**config.mk**
```make
export PLATFORM = sky130hd
export DESIGN_NAME = wb_lat_mon
export DESIGN_NICKNAME = d
export VERILOG_FILES = /design/src/rtl/wb_lat_mon.sv
export SDC_FILE = /design/constraint.sdc
export NUM_CORES = 1
export LEC_CHECK = 0
export ABC_AREA = 1
export BUFFER_PORTS_ARGS = -buffer_cell sky130_fd_sc_hd__buf_2
export CAP_MARGIN = 20
export CORE_ASPECT_RATIO = 1.1
export CORE_MARGIN = 8
export CORE_UTILIZATION = 41
export CTS_BUF_LIST = sky130_fd_sc_hd__clkbuf_16
export CTS_CLUSTER_SIZE = 10
export DETAILED_ROUTE_END_ITERATION = 10
export PLACE_DENSITY_LB_ADDON = 0.25
export SLEW_MARGIN = 20
export SYNTH_ARGS = -nofsm -noshare
export SYNTH_HDL_FRONTEND = slang
export SYNTH_SLANG_ARGS = --single-unit
```
**constraint.sdc**
```tcl
create_clock -name clk -period 14.5 [get_ports clk]
set_input_delay 2.175 -clock clk [delete_from_list [all_inputs] [get_ports clk]]
set_output_delay 2.175 -clock clk [all_outputs]
set_load 0.05 [all_outputs]
```
**src/rtl/wb_lat_mon.sv**
```systemverilog
// Wishbone beat-latency monitor: times each observed strobe->ack beat and keeps
// count/total/min/max/last/abort statistics behind a one-wait-state slave port.
// Optional macro LAT_MON_HIST_EN adds a four-bin latency histogram at 0x1C..0x28.
module wb_lat_mon #(
    parameter logic [31:0] BASE_ADR = 32'h99000100,
    parameter int          LAT_W    = 16
) (
    input  logic             clk,
    input  logic             rst,
    input  logic [31:0]      wb_adr,
    input  logic [31:0]      wb_dat_o,
    input  logic             wb_we,
    input  logic [3:0]       wb_sel,
    input  logic             wb_stb,
    input  logic             wb_cyc,
    output logic [31:0]      wb_dat_i,
    output logic             wb_ack,
    output logic             wb_err,
    output logic             wb_rty,
    input  logic             mon_stb,
    input  logic             mon_cyc,
    input  logic             mon_ack,
    output logic             txn_done,
    output logic [LAT_W-1:0] txn_lat
);
    typedef enum logic {IDLE, BUSY} state_t;
    localparam logic [LAT_W-1:0] LAT_MAX = '1;
    localparam logic [LAT_W-1:0] LAT_ONE = {{(LAT_W-1){1'b0}}, 1'b1};

    state_t           state_q, state_d;
    logic [LAT_W-1:0] cur_q, cur_d, cur_inc, lat_q, lat_d;
    logic             done_q, done_d, abort, mon_act;
    logic             en_q, en_d, ack_q, ack_d;
    logic [31:0]      count_q, count_d, total_q, total_d, aborts_q, aborts_d;
    logic [LAT_W-1:0] min_q, min_d, max_q, max_d, last_q, last_d;
    logic [31:0]      dat_q, dat_d, rdata;
    logic             hit, wr, clr;
    logic [5:0]       off;
    logic [32:0]      total_sum;
    logic             unused_ok;
`ifdef LAT_MON_HIST_EN
    logic [3:0][31:0] hist_q, hist_d;
    logic [1:0]       bin;
`endif

    assign unused_ok = ^{wb_adr[1:0], wb_sel, wb_dat_o[31:2]};

    assign mon_act = mon_stb && mon_cyc;
    assign cur_inc = (cur_q == LAT_MAX) ? LAT_MAX : cur_q + 1'b1;

    always_comb begin
        state_d = state_q;
        cur_d   = cur_q;
        lat_d   = lat_q;
        done_d  = 1'b0;
        abort   = 1'b0;
        case (state_q)
            IDLE: if (mon_act) begin
                if (mon_ack) begin
                    done_d = 1'b1;
                    lat_d  = LAT_ONE;
                end else begin
                    state_d = BUSY;
                    cur_d   = LAT_ONE;
                end
            end
            BUSY: begin
                if (!mon_act) begin
                    abort   = 1'b1;
                    state_d = IDLE;
                    cur_d   = '0;
                end else if (mon_ack) begin
                    done_d  = 1'b1;
                    lat_d   = cur_inc;
                    state_d = IDLE;
                    cur_d   = '0;
                end else begin
                    cur_d = cur_inc;
                end
            end
            default: state_d = IDLE;
        endcase
    end

    // Slave side: ack on the cycle after the request, writes land on the ack edge.
    assign hit   = (wb_adr[31:8] == BASE_ADR[31:8]);
    assign off   = wb_adr[7:2];
    assign ack_d = wb_stb && wb_cyc && !ack_q;
    assign wr    = ack_q && wb_stb && wb_cyc && wb_we && hit && (off == 6'd0);
    assign clr   = wr && wb_dat_o[1];

    always_comb begin
        rdata = '0;
        if (hit) begin
            case (off)
                6'd0: rdata = {31'd0, en_q};
                6'd1: rdata = count_q;
                6'd2: rdata = total_q;
                6'd3: rdata = 32'(min_q);
                6'd4: rdata = 32'(max_q);
                6'd5: rdata = 32'(last_q);
                6'd6: rdata = aborts_q;
`ifdef LAT_MON_HIST_EN
                6'd7:  rdata = hist_q[0];
                6'd8:  rdata = hist_q[1];
                6'd9:  rdata = hist_q[2];
                6'd10: rdata = hist_q[3];
`endif
                default: rdata = '0;
            endcase
        end
    end
    assign dat_d = ack_d ? rdata : '0;

`ifdef LAT_MON_HIST_EN
    always_comb begin
        bin = 2'd3;
        if (lat_d == LAT_ONE)          bin = 2'd0;
        else if (32'(lat_d) <= 32'd4)  bin = 2'd1;
        else if (32'(lat_d) <= 32'd16) bin = 2'd2;
    end
`endif

    assign total_sum = {1'b0, total_q} + 33'(lat_d);

    // Clear has priority over a beat or abort landing on the same edge.
    always_comb begin
        en_d     = wr ? wb_dat_o[0] : en_q;
        count_d  = count_q;
        total_d  = total_q;
        min_d    = min_q;
        max_d    = max_q;
        last_d   = last_q;
        aborts_d = aborts_q;
`ifdef LAT_MON_HIST_EN
        hist_d   = hist_q;
`endif
        if (clr) begin
            count_d  = '0;
            total_d  = '0;
            min_d    = LAT_MAX;
            max_d    = '0;
            last_d   = '0;
            aborts_d = '0;
`ifdef LAT_MON_HIST_EN
            hist_d   = '0;
`endif
        end else if (en_q) begin
            if (done_d) begin
                count_d = count_q + 32'd1;
                total_d = total_sum[32] ? 32'hFFFF_FFFF : total_sum[31:0];
                if (lat_d < min_q) min_d = lat_d;
                if (lat_d > max_q) max_d = lat_d;
                last_d  = lat_d;
`ifdef LAT_MON_HIST_EN
                hist_d[bin] = hist_q[bin] + 32'd1;
`endif
            end
            if (abort) aborts_d = aborts_q + 32'd1;
        end
    end

    always_ff @(posedge clk or posedge rst) begin
        if (rst) begin
            state_q  <= IDLE;
            cur_q    <= '0;
            lat_q    <= '0;
            done_q   <= 1'b0;
            en_q     <= 1'b1;
            ack_q    <= 1'b0;
            dat_q    <= '0;
            count_q  <= '0;
            total_q  <= '0;
            min_q    <= LAT_MAX;
            max_q    <= '0;
            last_q   <= '0;
            aborts_q <= '0;
`ifdef LAT_MON_HIST_EN
            hist_q   <= '0;
`endif
        end else begin
            state_q  <= state_d;
            cur_q    <= cur_d;
            lat_q    <= lat_d;
            done_q   <= done_d;
            en_q     <= en_d;
            ack_q    <= ack_d;
            dat_q    <= dat_d;
            count_q  <= count_d;
            total_q  <= total_d;
            min_q    <= min_d;
            max_q    <= max_d;
            last_q   <= last_d;
            aborts_q <= aborts_d;
`ifdef LAT_MON_HIST_EN
            hist_q   <= hist_d;
`endif
        end
    end

    assign wb_ack   = ack_q;
    assign wb_dat_i = dat_q;
    assign wb_err   = 1'b0;
    assign wb_rty   = 1'b0;
    assign txn_done = done_q;
    assign txn_lat  = lat_q;
endmodule
```
# Word level (Yosys, flattened, before mapping)
# Index checks and enable logic that the tools add are counted.
# classes
n_lt_le_gt_ge,2
add_sub_neg,4
n_mux,41
n_eq_ne,10
bitwise_logic,1
reduce_logical,21
# op_table
cell,count
32-bit 2-to-1 mux,12
16-bit 2-to-1 mux,20
32-bit case mux with 7 select lines,1
32-bit by 1-bit adder with 32-bit output (second input constant),2
16-bit case mux with 2 select lines,2
32-bit by 16-bit adder with 33-bit output,1
24-bit == test (second input constant),1
6-bit by 3-bit == test with 1-bit output (second input constant),3
16-bit by 1-bit adder with 16-bit output (second input constant),1
16-bit == test (second input constant),1
16-bit > comparator,1
16-bit < comparator,1
6-bit by 2-bit == test with 1-bit output (second input constant),2
2-bit nonzero test,5
1-bit logical AND,9
6-bit by 1-bit == test with 1-bit output (second input constant),1
6-bit logical NOT,1
1-bit 2-to-1 mux,6
2-bit AND reduction,3
3-bit AND reduction,2
2-bit != test (second input constant),2
1-bit logical NOT,1
1-bit NOT,1
# word_totals
out_inout_bits,52
inputBits,76
elab_cells,92
reg_bits,212

# Logic depth before layout (Yosys ltp)
# Gate-level depths: netlist of the first run.
# depth
word_depth,10
depth_mapped,26
ltp_nobuf,26

# Worst setup path before layout of the first run
# OpenSTA, ideal clock, no wires.
# synth_timing
path_kind,input to register
startpoint,input port mon_stb
endpoint,register total_q[18]
path_buffers,2
cell_stages,21
t_required_ps,14370
t_arrival_ps,4800
setup_slack_ps,9569
setup_time_ps,130
path_cell_list,nand2_1 inv_2 nand2_4 nor2_2 inv_1 buf_1 o21ai_0 ha_1 a21oi_1 o21ai_1 nand2_1 nand3_2 nand2_1 nand2_2 nand2_1 nand2_2 nand4_1 buf_2 nand3_1 nand2_1 o21ai_0
# synth_between
elab_chain_len,8
word_cells_on_any_way,12
cone_classes,1 x add/sub; 8 x mux; 3 x reduce/logical
# synth_lines
element,line,text
from (decl),20,"input logic mon_stb,"
1-bit logical AND *,48,assign mon_act = mon_stb && mon_cyc;
16-bit 2-to-1 mux (on tied branches),"68, 58",
16-bit case mux with 2 select lines *,57,case (state_q)
net lat_d[5],31,"logic [LAT_W-1:0] cur_q, cur_d, cur_inc, lat_q, lat_d;"
32-bit by 16-bit adder with 33-bit output *,124,"assign total_sum = {1'b0, total_q} + 33'(lat_d);"
32-bit 2-to-1 mux *,151,total_d = total_sum[32] ? 32'hFFFF_FFFF : total_sum[31:0];
32-bit 2-to-1 mux *,149,if (done_d) begin
32-bit 2-to-1 mux *,148,end else if (en_q) begin
32-bit 2-to-1 mux *,138,if (clr) begin
to (signal assigned),190,total_q <= total_d;
to (decl),34,"logic [31:0] count_q, count_d, total_q, total_d, aborts_q, aborts_d;"
# The timed path passes the listed nets; every way through them passes the cells marked *. The select of a mux whose other input is x is not followed.
# A chain may end at the register's enable or synchronous reset.

# Worst setup path after layout of the first run
# Ends and elaborated chain as after synthesis.

==> impl_metrics.csv, run 1 <==
group,metric,value,unit
outcome,status,"complete, no violations",
sta,hold_viol_final,0,
cts,cts_tree,"done",
sta,fin_setup_tns,0,ps
yosys,ys.flop_type,"dfrtp_1",
yosys,synth_warnings,0,
placed_design,port-buffer-count,89,
setup_path,end_kind,"flop",
setup_path,worst_ep_arrival_time,6190,ps
placed_design,gp_congestion,0.929,
sta,max-slew-margin-rel,0.324,
sta,finalCritPeriodShare,0.396,
setup_path,cp_slowest_cell,"nand4_1",
sta,finalMaxSlewViolations,0,
floorplan,die_x,186,um
cells_and_area,area_growth,12.7,%
cts,postCtsHoldBufs,0,
setup_path,r2r_slack,9970,ps
cts,clk-insertion-delay-late,530,ps
yosys,syn-cell-area,0.0130,mm^2
cts,cts_buffers,26,
sta,clock-skew-final,13.7,ps
setup_path,path_cells,"buf_2, nand2_1, inv_2, nand2_4, nor2_2, inv_1, o21ai_1, inv_1, fa_1, inv_1, nand2_1, a21oi_2, nand3_1, nand3_2, nand2_1, nand2_2, nand2_1, nand2_2, nand4_1, nand3_1, nand2_1, o21ai_0",
sta,finalCriticalPeriod,5750,ps
route,drtAntennaViolNets,0,
placed_design,hpwl,29.5,mm
power_and_ir_drop,power_density,107,mW/mm^2
yosys,synth_area_leader_cell,"dfrtp_1",
cells_and_area,num_antenna_cells,0,
floorplan,initial_core_util,0.415,
cts,cts_resized,0,
sta,whs,465,ps
cells_and_area,final_core_util,0.467,
grt,use_met1,0.289,
cts,htreeDepth,1,
setup_path,slowest_delay,600,ps
cells_and_area,drive_gt1_frac,0.147,
yosys,ys_top_cells_by_area,"dfrtp_1 38%, nand2_1 10%, inv_1 5.4%, ha_1 4.8%, o21ai_0 4.2%",
cells_and_area,fin_cells,2200,
yosys,ys_ff_latch,212,
power_and_ir_drop,ir_drop,0.0877,mV
setup_path,crit_path_start_kind,"input port",
floorplan,ios,128,
grt,grt_pass1_vias,11500,
placed_design,dp.cells,2154,
setup_path,cp.required,14940,ps
yosys,synth_edf_count,0,
cts,cts-root-buf,"clkbuf_16",
setup_path,path_common_cell,"nand2_1",
route,wl,40.1,mm
yosys,syn_inst,1675,
setup_path,path_max_fanout,18,
yosys,ys_async_sr_fraction,1.00,
sta,rsz0062_at_grt,"no",
cts,cts_buffer_depth,3,
grt,grt_pass1_wl,63.4,mm
sta,fin_ws,8750,ps
yosys,synthDistinctLibCells,62,
cts,cts_setup_buffers,0,
yosys,synth_top_area_share,0.376,
route,vias_per_cell,5.43,
power_and_ir_drop,p_leak,6.75,nW
placed_design,dpl_worst_slack,8240,ps
route,vias,11900,
route,routedWlPerCell,18.2,um
route,drtIter0Drc,973,
yosys,ys_seq_area_frac,0.410,
cells_and_area,layout.nets,1889,
route,drc,0,
grt,use_met2,0.333,
setup_path,critPathKind,"input port to flop",
grt,use_met3,0.0322,
floorplan,die-area,0.0376,mm^2
sta,setup_viol_count_final,0,
sta,max_slew.worst_pin.slew,1010,ps
cells_and_area,fillers,3241,
grt,grt_max_degree,99,
floorplan,core-area,0.0313,mm^2
grt,antenna_found_initial,0,
cts,clk_pin_slew_worst_paths,60,ps
route,dr.pass1.iters,5,
floorplan,die_y,203,um
sta,fmax,174,MHz
cts,cts_sinks,212,
hold_path,min_path_type,"flop to flop",
grt,grtUsageTotal,0.212,
floorplan,rows,68,
yosys,syn_avg_cell_area,7.75,um^2
flow_run,drv_cap,0,
grt,overflow,0,
grt,top_usage_layer,"met2",
-- through the flow --
stage          total power, W  instance area (um^2)
2_1_floorplan        0.000914                 13000
3_3_place_gp         0.000987                 13900
3_5_place_dp         0.000995                 13900
4_1_cts               0.00158                 14600
5_1_grt               0.00165                 14600
6_report              0.00157                 14600
-- cell families (layout without fill, tap and decap cells) --
| kind of cell | Yosys count | count (layout) | share of synthesized area |
|---|---|---|---|
| buf+inv | 257 | 361 | 0.0790 |
| compound gates | 294 | 294 | 0.133 |
| xor+xnor | 57 | 57 | 0.0385 |
| other cells | 1 | 2 | 0.000289 |
| flops | 212 | 212 | 0.410 |
| fa+ha+maj | 51 | 51 | 0.0497 |
| simple gates | 803 | 803 | 0.289 |
-- synth_stat cells, drive strengths merged, types with 3 or more instances --
cell type and number:
nor4 17, inv 203, a221oi 11, nand4 49
nor3 60, buf 16, dfstp 17, xor2 48
nand2 388, a211oi 3, clkbuf 36, ha 50
xnor2 9, o21a 3, nor2 154, or2 7
dfrtp 195, a21oi 69, nand3b 3, a21o 3
a31oi 16, o22ai 20, o21ai 138, nand3 121
a41oi 5, a22oi 14
-- area by class of cell --
class                   count  area (um^2)  share of cell area
inverters                 205          779              0.0533
well taps                 420          526              0.0359
clock inverters            19         73.8             0.00505
multi-input cells        1207         6640               0.454
clock buffers              27          676              0.0462
flip-flops and latches    212         5330               0.364
repair buffers            110          603              0.0412
-- critical path: cells and delay by family --
kind,cells,cell delay (ps)
AOI/OAI and AO/OA,3,910
buffers and inverters,5,640
and+or+nand+nor,13,2000
adders and majority gates,1,450
-- per-layer routing --
metal / vias to the layer above / routed length (um) / part of all wire
li1: 5794 / - / -
met1: 5674 / 17900 / 0.45
met2: 411 / 18100 / 0.45
met3: 69 / 2500 / 0.062
met4: 0 / 1580 / 0.039
met5: - / 0 / 0
-- state kept, by name, summed over array words and instances, names as in the netlist, 32 cells and up --
name,flops
aborts_q,32
wb_dat_i,32
total_q,32
count_q,32
-- power breakdown --
part           internal, W  total (W)  switching (W)
Clock             0.000331   0.000579       0.000249
Sequential        0.000652   0.000714      0.0000617
Combinational    0.0000917   0.000274       0.000182
Total              0.00107    0.00157       0.000493
-- final timing paths --
check                                           to            startpoint  cells after the start
max                        total_q[18]$_DFFE_PP0P_               mon_stb                     22
min                               wb_ack$_DFF_PP0_      wb_ack$_DFF_PP0_                      1
max reg2reg                total_q[18]$_DFFE_PP0P_  cur_q[0]$_DFFE_PP0P_                     22
min reg2reg                       wb_ack$_DFF_PP0_      wb_ack$_DFF_PP0_                      1
max in group asynchronous    max_q[15]$_DFFE_PP0P_                   rst                      3
min in group asynchronous   total_q[7]$_DFFE_PP0P_                   rst                      2
-- placed cells by master (no fill, tap or decap), types with 12 or more instances in the layout --
| cell type | instances |
|---|---|
| nor3_1 | 54 |
| nor4_1 | 17 |
| nor2_2 | 16 |
| clkbuf_16 | 27 |
| o21ai_2 | 12 |
| xor2_1 | 48 |
| nand3_2 | 14 |
| inv_2 | 15 |
| nand3_1 | 107 |
| a21oi_1 | 67 |
| buf_2 | 89 |
| o21ai_0 | 109 |
| nand4_1 | 47 |
| dfrtp_1 | 195 |
| nand2_1 | 362 |
| dfstp_2 | 17 |
| buf_4 | 21 |
| ha_1 | 50 |
| a22oi_1 | 14 |
| nand2_2 | 20 |
| a31oi_1 | 16 |
| o21ai_1 | 17 |
| nor2_1 | 134 |
| o22ai_1 | 20 |
| inv_1 | 200 |
Note: power is estimated with default switching activity, not from simulation.
==> run 2: changes to the inputs <==
==> constraint.sdc (replaced) <==
create_clock -name clk -period 5.68 [get_ports clk]
set_input_delay 0.852 -clock clk [delete_from_list [all_inputs] [get_ports clk]]
set_output_delay 0.852 -clock clk [all_outputs]
set_load 0.05 [all_outputs]
==> run 2 against run 1 <==
Net effect: total power grew to 2.6 times the previous value; sequential share of layout area fell by 0.059 points; clock power grew to 2.6 times the previous value; non-clock buffer count grew 1; flip-flop and latch count unchanged; worst hold slack got worse by 6.3 ps; critical path depth unchanged; die area did not move; combinational power increased to 2.5 times the previous value; critical path type is now flop to flop.
==> impl_metrics.csv, run 2 (synthesized netlist as in run 1, its figures left out) <==
group,metric,value,unit
outcome,status,"complete, no violations",
cts,cts_resized,0,
cts,clk_pin_slew_worst_paths,60,ps
grt,top_usage_layer,"met2",
grt,grt_pass1_vias,11500,
power_and_ir_drop,p_leak,6.76,nW
sta,clock-skew-final,15.8,ps
cells_and_area,multi_input_area,0.00664,mm^2
setup_path,cp.required,6140,ps
cts,cts_buffers,26,
power_and_ir_drop,power_density,274,mW/mm^2
hold_path,min_to,"wb_ack$_DFF_PP0_",
sta,max_slew.worst_pin.slew,1010,ps
cts,clk-insertion-delay-late,530,ps
setup_path,end_kind,"flop",
floorplan,initial_core_util,0.415,
sta,fmax,233,MHz
cells_and_area,area_growth,12.8,%
setup_path,cp_slowest_cell,"nand4_1",
route,drtIter0Drc,1065,
setup_path,path_common_cell,"nand2_1",
hold_path,hold_path_depth,1,
setup_path,timing.rr.start,"cur_q[0]$_DFFE_PP0P_",
cells_and_area,num_antenna_cells,0,
route,vias,11900,
cts,postCtsHoldBufs,0,
sta,finalCriticalPeriod,4300,ps
cts,cts_tree,"done",
floorplan,rows,68,
hold_path,min_path_type,"flop to flop",
placed_design,hpwl,29.4,mm
route,dr.pass1.iters,5,
setup_path,r2r_slack,1380,ps
grt,grt_pass1_wl,64.2,mm
setup_path,r2r-end,"total_q[11]$_DFFE_PP0P_",
sta,finalMaxSlewViolations,0,
grt,overflow,0,
cells_and_area,drive_gt1_frac,0.147,
setup_path,slowest_delay,630,ps
flow_run,drv_cap,0,
cts,cts_sinks,212,
power_and_ir_drop,finalPower,0.00401,W
placed_design,dpl_cell_area,0.0139,mm^2
cts,htreeDepth,1,
grt,use_met3,0.0216,
setup_path,rr_worst_depth,22,
cts,cts-root-buf,"clkbuf_16",
power_and_ir_drop,ir_drop,0.210,mV
setup_path,cp_top_family,"simple AND/OR/NAND/NOR gates",
setup_path,crit_path_start_kind,"flop",
route,drc,0,
cells_and_area,fin_area,0.0146,mm^2
sta,rsz0062_at_grt,"no",
grt,grt_max_degree,136,
floorplan,die_x,186,um
hold_path,hp-start,"wb_ack$_DFF_PP0_",
cells_and_area,layout_common_cells,"362 x nand2_1, 202 x inv_1, 195 x dfrtp_1, 134 x nor2_1, 110 x o21ai_0",
setup_path,worst_ep_arrival_time,4760,ps
route,routedWlPerCell,18.3,um
cells_and_area,seq_area,0.00533,mm^2
cells_and_area,mostFrequentLayoutCell,"nand2_1",
setup_path,path_cells,"ha_1, nand3_2, nor2_2, nand2_4, inv_2, nor2_1, o21ai_1, buf_4, inv_1, fa_1, inv_1, nand2_1, a21oi_2, nand3_1, nand3_2, nand2_1, nand2_2, nand2_1, nand2_2, nand4_1, a21oi_1, a21o_1",
floorplan,die_y,203,um
route,vias_per_cell,5.40,
floorplan,die-area,0.0376,mm^2
sta,hold_viol_final,0,
sta,finalCritPeriodShare,0.757,
cells_and_area,layout.nets,1890,
grt,use_met1,0.298,
sta,setup_viol_count_final,0,
placed_design,port-buffer-count,89,
sta,fin_setup_tns,0,ps
route,wl,40.3,mm
setup_path,path_max_fanout,13,
cts,cts_setup_buffers,0,
cts,cts_buffer_depth,3,
setup_path,cp_num_buf_inv,4,
grt,antenna_found_initial,0,
grt,use_met2,0.333,
sta,max-slew-margin-rel,0.322,
placed_design,gp_congestion,0.922,
floorplan,core-area,0.0313,mm^2
floorplan,ios,128,
setup_path,critPathKind,"flop to flop",
route,drtAntennaViolNets,0,
grt,grtUsageTotal,0.214,
cells_and_area,fillers,3194,
run 2: cell count changes in the layout (fill, tap and decap cells not counted):
cell,previous run,this run
inv_8,1,0
o21ai_1,17,16
inv_1,200,202
clkinvlp_4,0,1
o21ai_0,109,110
buf_12,0,1
run 2: area by class of cell:
type / instances / share of cell area
multi-input cells: 1207 / 0.453
flip-flops and latches: 212 / 0.364
inverters: 205 / 0.0530
clock buffers: 27 / 0.0461
repair buffers: 111 / 0.0425
well taps: 420 / 0.0359
clock inverters: 21 / 0.00555
run 2: worst max path at each step:
stage	startpoint	endpoint	slack, ps	depth (start not counted)
detailed placement	mon_stb	total_q[19]$_DFFE_PP0P_	1030	23
global placement	mon_stb	total_q[18]$_DFFE_PP0P_	1130	23
floorplan	mon_stb	total_q[18]$_DFFE_PP0P_	2070	21
finish	cur_q[0]$_DFFE_PP0P_	total_q[11]$_DFFE_PP0P_	1380	22
CTS	cur_q[0]$_DFFE_PP0P_	total_q[18]$_DFFE_PP0P_	1390	23
global route	cur_q[0]$_DFFE_PP0P_	total_q[15]$_DFFE_PP0P_	950	23
run 2: worst reg2reg max path, cell delays in order (launching register included):
cell and delay (ps):
dfrtp_1 430, ha_1 230, nand3_2 140, nor2_2 220, nand2_4 120, inv_2 180, nor2_1 80, o21ai_1 120
buf_4 170, inv_1 60, fa_1 420, inv_1 70, nand2_1 60, a21oi_2 240, nand3_1 140, nand3_2 110
nand2_1 60, nand2_2 90, nand2_1 70, nand2_2 120, nand4_1 630, a21oi_1 360, a21o_1 110
run 2: power breakdown:
part           switching, W  internal [W]  total [W]
logic              0.000460      0.000234   0.000695
clock network      0.000643      0.000847    0.00149
registers          0.000160       0.00167    0.00183
run 2: stage by stage:
step | utilization | hold WS, ps | instances | worst slack [ps]
6_report | 0.468 | 459 | 2203 | 1380
5_1_grt | 0.468 | 492 | 2203 | 950
4_1_cts | 0.468 | 465 | 2203 | 1390
3_5_place_dp | 0.444 | 457 | 2155 | 1030
3_3_place_gp | 0.444 | 452 | 2155 | 1130
2_1_floorplan | - | 453 | 1676 | 2070
run 2: layer usage:
| metal | up-vias | wire length (um) |
|---|---|---|
| li1 | 5799 | - |
| met1 | 5634 | 18300 |
| met2 | 388 | 18000 |
| met3 | 69 | 2220 |
| met4 | 0 | 1700 |
| met5 | - | 0 |
==> run 3: changes to the inputs <==
==> constraint.sdc (replaced) <==
create_clock -name clk -period 3.6 [get_ports clk]
set_input_delay 0.54 -clock clk [delete_from_list [all_inputs] [get_ports clk]]
set_output_delay 0.54 -clock clk [all_outputs]
set_load 0.05 [all_outputs]
==> run 3 against run 2 <==
Net effect: via count increased by 2.4%; maximum frequency increased by 27%; first-iteration DRC count decreased by 1.1%; critical endpoint is now total_q[23]$_DFFE_PP0P_.
==> impl_metrics.csv, run 3 (synthesized netlist as in run 1, its figures left out) <==
group,metric,value,unit
outcome,status,"complete, no violations",
placed_design,port-buffer-count,89,
cells_and_area,num_antenna_cells,0,
setup_path,crit_path_start_kind,"flop",
route,drc,0,
setup_path,end_kind,"flop",
route,dr.pass1.iters,5,
sta,fin_setup_tns,0,ps
power_and_ir_drop,ir_drop,0.358,mV
cells_and_area,mostFrequentLayoutCell,"nand2_1",
floorplan,ios,128,
cells_and_area,final_core_util,0.483,
placed_design,gp_congestion,0.941,
flow_run,drv_cap,0,
route,drtAntennaViolNets,0,
cts,cts_tree,"done",
placed_design,dp.cells,2183,
sta,hold_viol_final,0,
placed_design,hpwl,30.5,mm
sta,finalMaxSlewViolations,0,
floorplan,rows,68,
setup_path,slowest_delay,410,ps
cells_and_area,drive_gt1_frac,0.179,
hold_path,min_to,"wb_ack$_DFF_PP0_",
grt,overflow,0,
setup_path,cp_num_buf_inv,2,
cts,cts-root-buf,"clkbuf_16",
setup_path,timing.rr.start,"cur_q[1]$_DFFE_PP0P_",
grt,grt_pass1_wl,64.7,mm
cells_and_area,layout_common_cells,"362 x nand2_1, 199 x inv_1, 195 x dfrtp_1, 128 x nor2_1, 105 x nand3_1",
floorplan,core-area,0.0313,mm^2
power_and_ir_drop,p_leak,6.99,nW
cts,htreeDepth,1,
cts,cts_buffers,26,
cts,clk-insertion-delay-late,530,ps
setup_path,cp_top_family,"compound AO/OA/AOI/OAI gates",
setup_path,path_max_fanout,5,
grt,grtUsageTotal,0.216,
sta,finalCriticalPeriod,3390,ps
cells_and_area,area_growth,16.5,%
setup_path,worst_ep_arrival_time,3810,ps
power_and_ir_drop,finalPower,0.00641,W
cells_and_area,layout.nets,1928,
sta,finalCritPeriodShare,0.942,
cts,clk_pin_slew_worst_paths,60,ps
setup_path,r2r-end,"total_q[23]$_DFFE_PP0P_",
route,wl,40.8,mm
route,drtIter0Drc,1053,
floorplan,die_y,203,um
grt,grt_pass1_vias,11800,
cts,cts_buffer_depth,3,
sta,setup_viol_count_final,0,
setup_path,critPathKind,"flop to flop",
grt,antenna_found_initial,0,
cells_and_area,fillers,3123,
setup_path,cp_slowest_cell,"dfrtp_1",
sta,whs,256,ps
hold_path,hp-start,"wb_stb",
route,routedWlPerCell,18.2,um
sta,fmax,295,MHz
hold_path,hold_path_depth,3,
sta,max_slew.worst_pin.slew,805,ps
floorplan,die-area,0.0376,mm^2
grt,grt_max_degree,68,
floorplan,die_x,186,um
sta,rsz0062_at_grt,"yes",
route,vias_per_cell,5.43,
sta,max-slew-margin-rel,0.463,
hold_path,min_path_type,"input port to flop",
cts,cts_sinks,212,
sta,clock-skew-final,18.3,ps
power_and_ir_drop,power_density,424,mW/mm^2
cells_and_area,fin_cells,2240,
route,vias,12200,
setup_path,cp.required,4010,ps
setup_path,rr_worst_depth,17,
setup_path,path_cells,"ha_4, nand3_2, nor2_4, inv_1, nor2_1, inv_1, nor4_1, nor3_2, o21ai_2, ha_1, a21oi_1, o21ai_0, o21ai_1, nand3_2, xor2_1, o21ai_0, o21ai_1",
floorplan,initial_core_util,0.415,
setup_path,r2r_slack,210,ps
==> run 3: cell count changes in the layout (fill, tap and decap cells not counted), sizes merged <==
cell,delta
buf,+37
clkinvlp,+1
dlygate4sd3,+1
inv,-2
==> run 3: final cells by class <==
cell class	count	area (um^2)	share of cell area
multi-input cells	1207	6770	0.447
flip-flops and latches	212	5330	0.352
repair buffers	149	965	0.0638
inverters	205	785	0.0519
clock buffers	27	676	0.0447
well taps	420	526	0.0347
clock inverters	20	80.1	0.00529
==> run 3: worst register-to-register path, delay by kind of cell (launching register included) <==
kind,cells,cell delay (ps)
fa+ha+maj,2,510
xor+xnor,1,190
compound gates,6,1070
simple gates,6,910
buf+inv,2,170
flops,1,410
==> run 3: through the flow <==
| stage | setup slack, ps | cell area [um^2] |
|---|---|---|
| after floorplan | 263 | 13000 |
| after global placement | 49.5 | 14200 |
| after detailed placement | -11.5 | 14200 |
| after CTS | 18.6 | 14900 |
| after global routing | -82.9 | 15100 |
| final | 208 | 15100 |
==> run 3: how the worst max path moves through the flow <==
| stage | start | cells past startpoint | to |
|---|---|---|---|
| after floorplan | cur_q[0]$_DFFE_PP0P_ | 23 | total_q[0]$_DFFE_PP0P_ |
| after global placement | cur_q[0]$_DFFE_PP0P_ | 24 | total_q[31]$_DFFE_PP0P_ |
| after detailed placement | cur_q[0]$_DFFE_PP0P_ | 17 | total_q[23]$_DFFE_PP0P_ |
| after CTS | cur_q[0]$_DFFE_PP0P_ | 23 | total_q[17]$_DFFE_PP0P_ |
| after global routing | cur_q[1]$_DFFE_PP0P_ | 21 | total_q[29]$_DFFE_PP0P_ |
| final | cur_q[1]$_DFFE_PP0P_ | 17 | total_q[23]$_DFFE_PP0P_ |
==> run 3: where the power goes <==
| group | internal [W] | switching (W) |
|---|---|---|
| registers | 0.00263 | 0.000260 |
| clock network | 0.00134 | 0.00101 |
| logic | 0.000422 | 0.000751 |
==> run 3: repair_timing <==
item | CTS | global route
hold buffers | 1 | 0
endpoints found under the setup margin | 20 | 64
setup buffers | 0 | 9
hold endpoints to repair | 3 | 0
pin swaps | 0 | 11
resized for setup | 3 | 41
==> run 3: metal layers <==
metal | global-route usage | wire [um]
met1 | 0.292 | 17900
met2 | 0.337 | 18400
met3 | 0.0293 | 2420
met4 | 0.0999 | 2030
met5 | 0 | 0
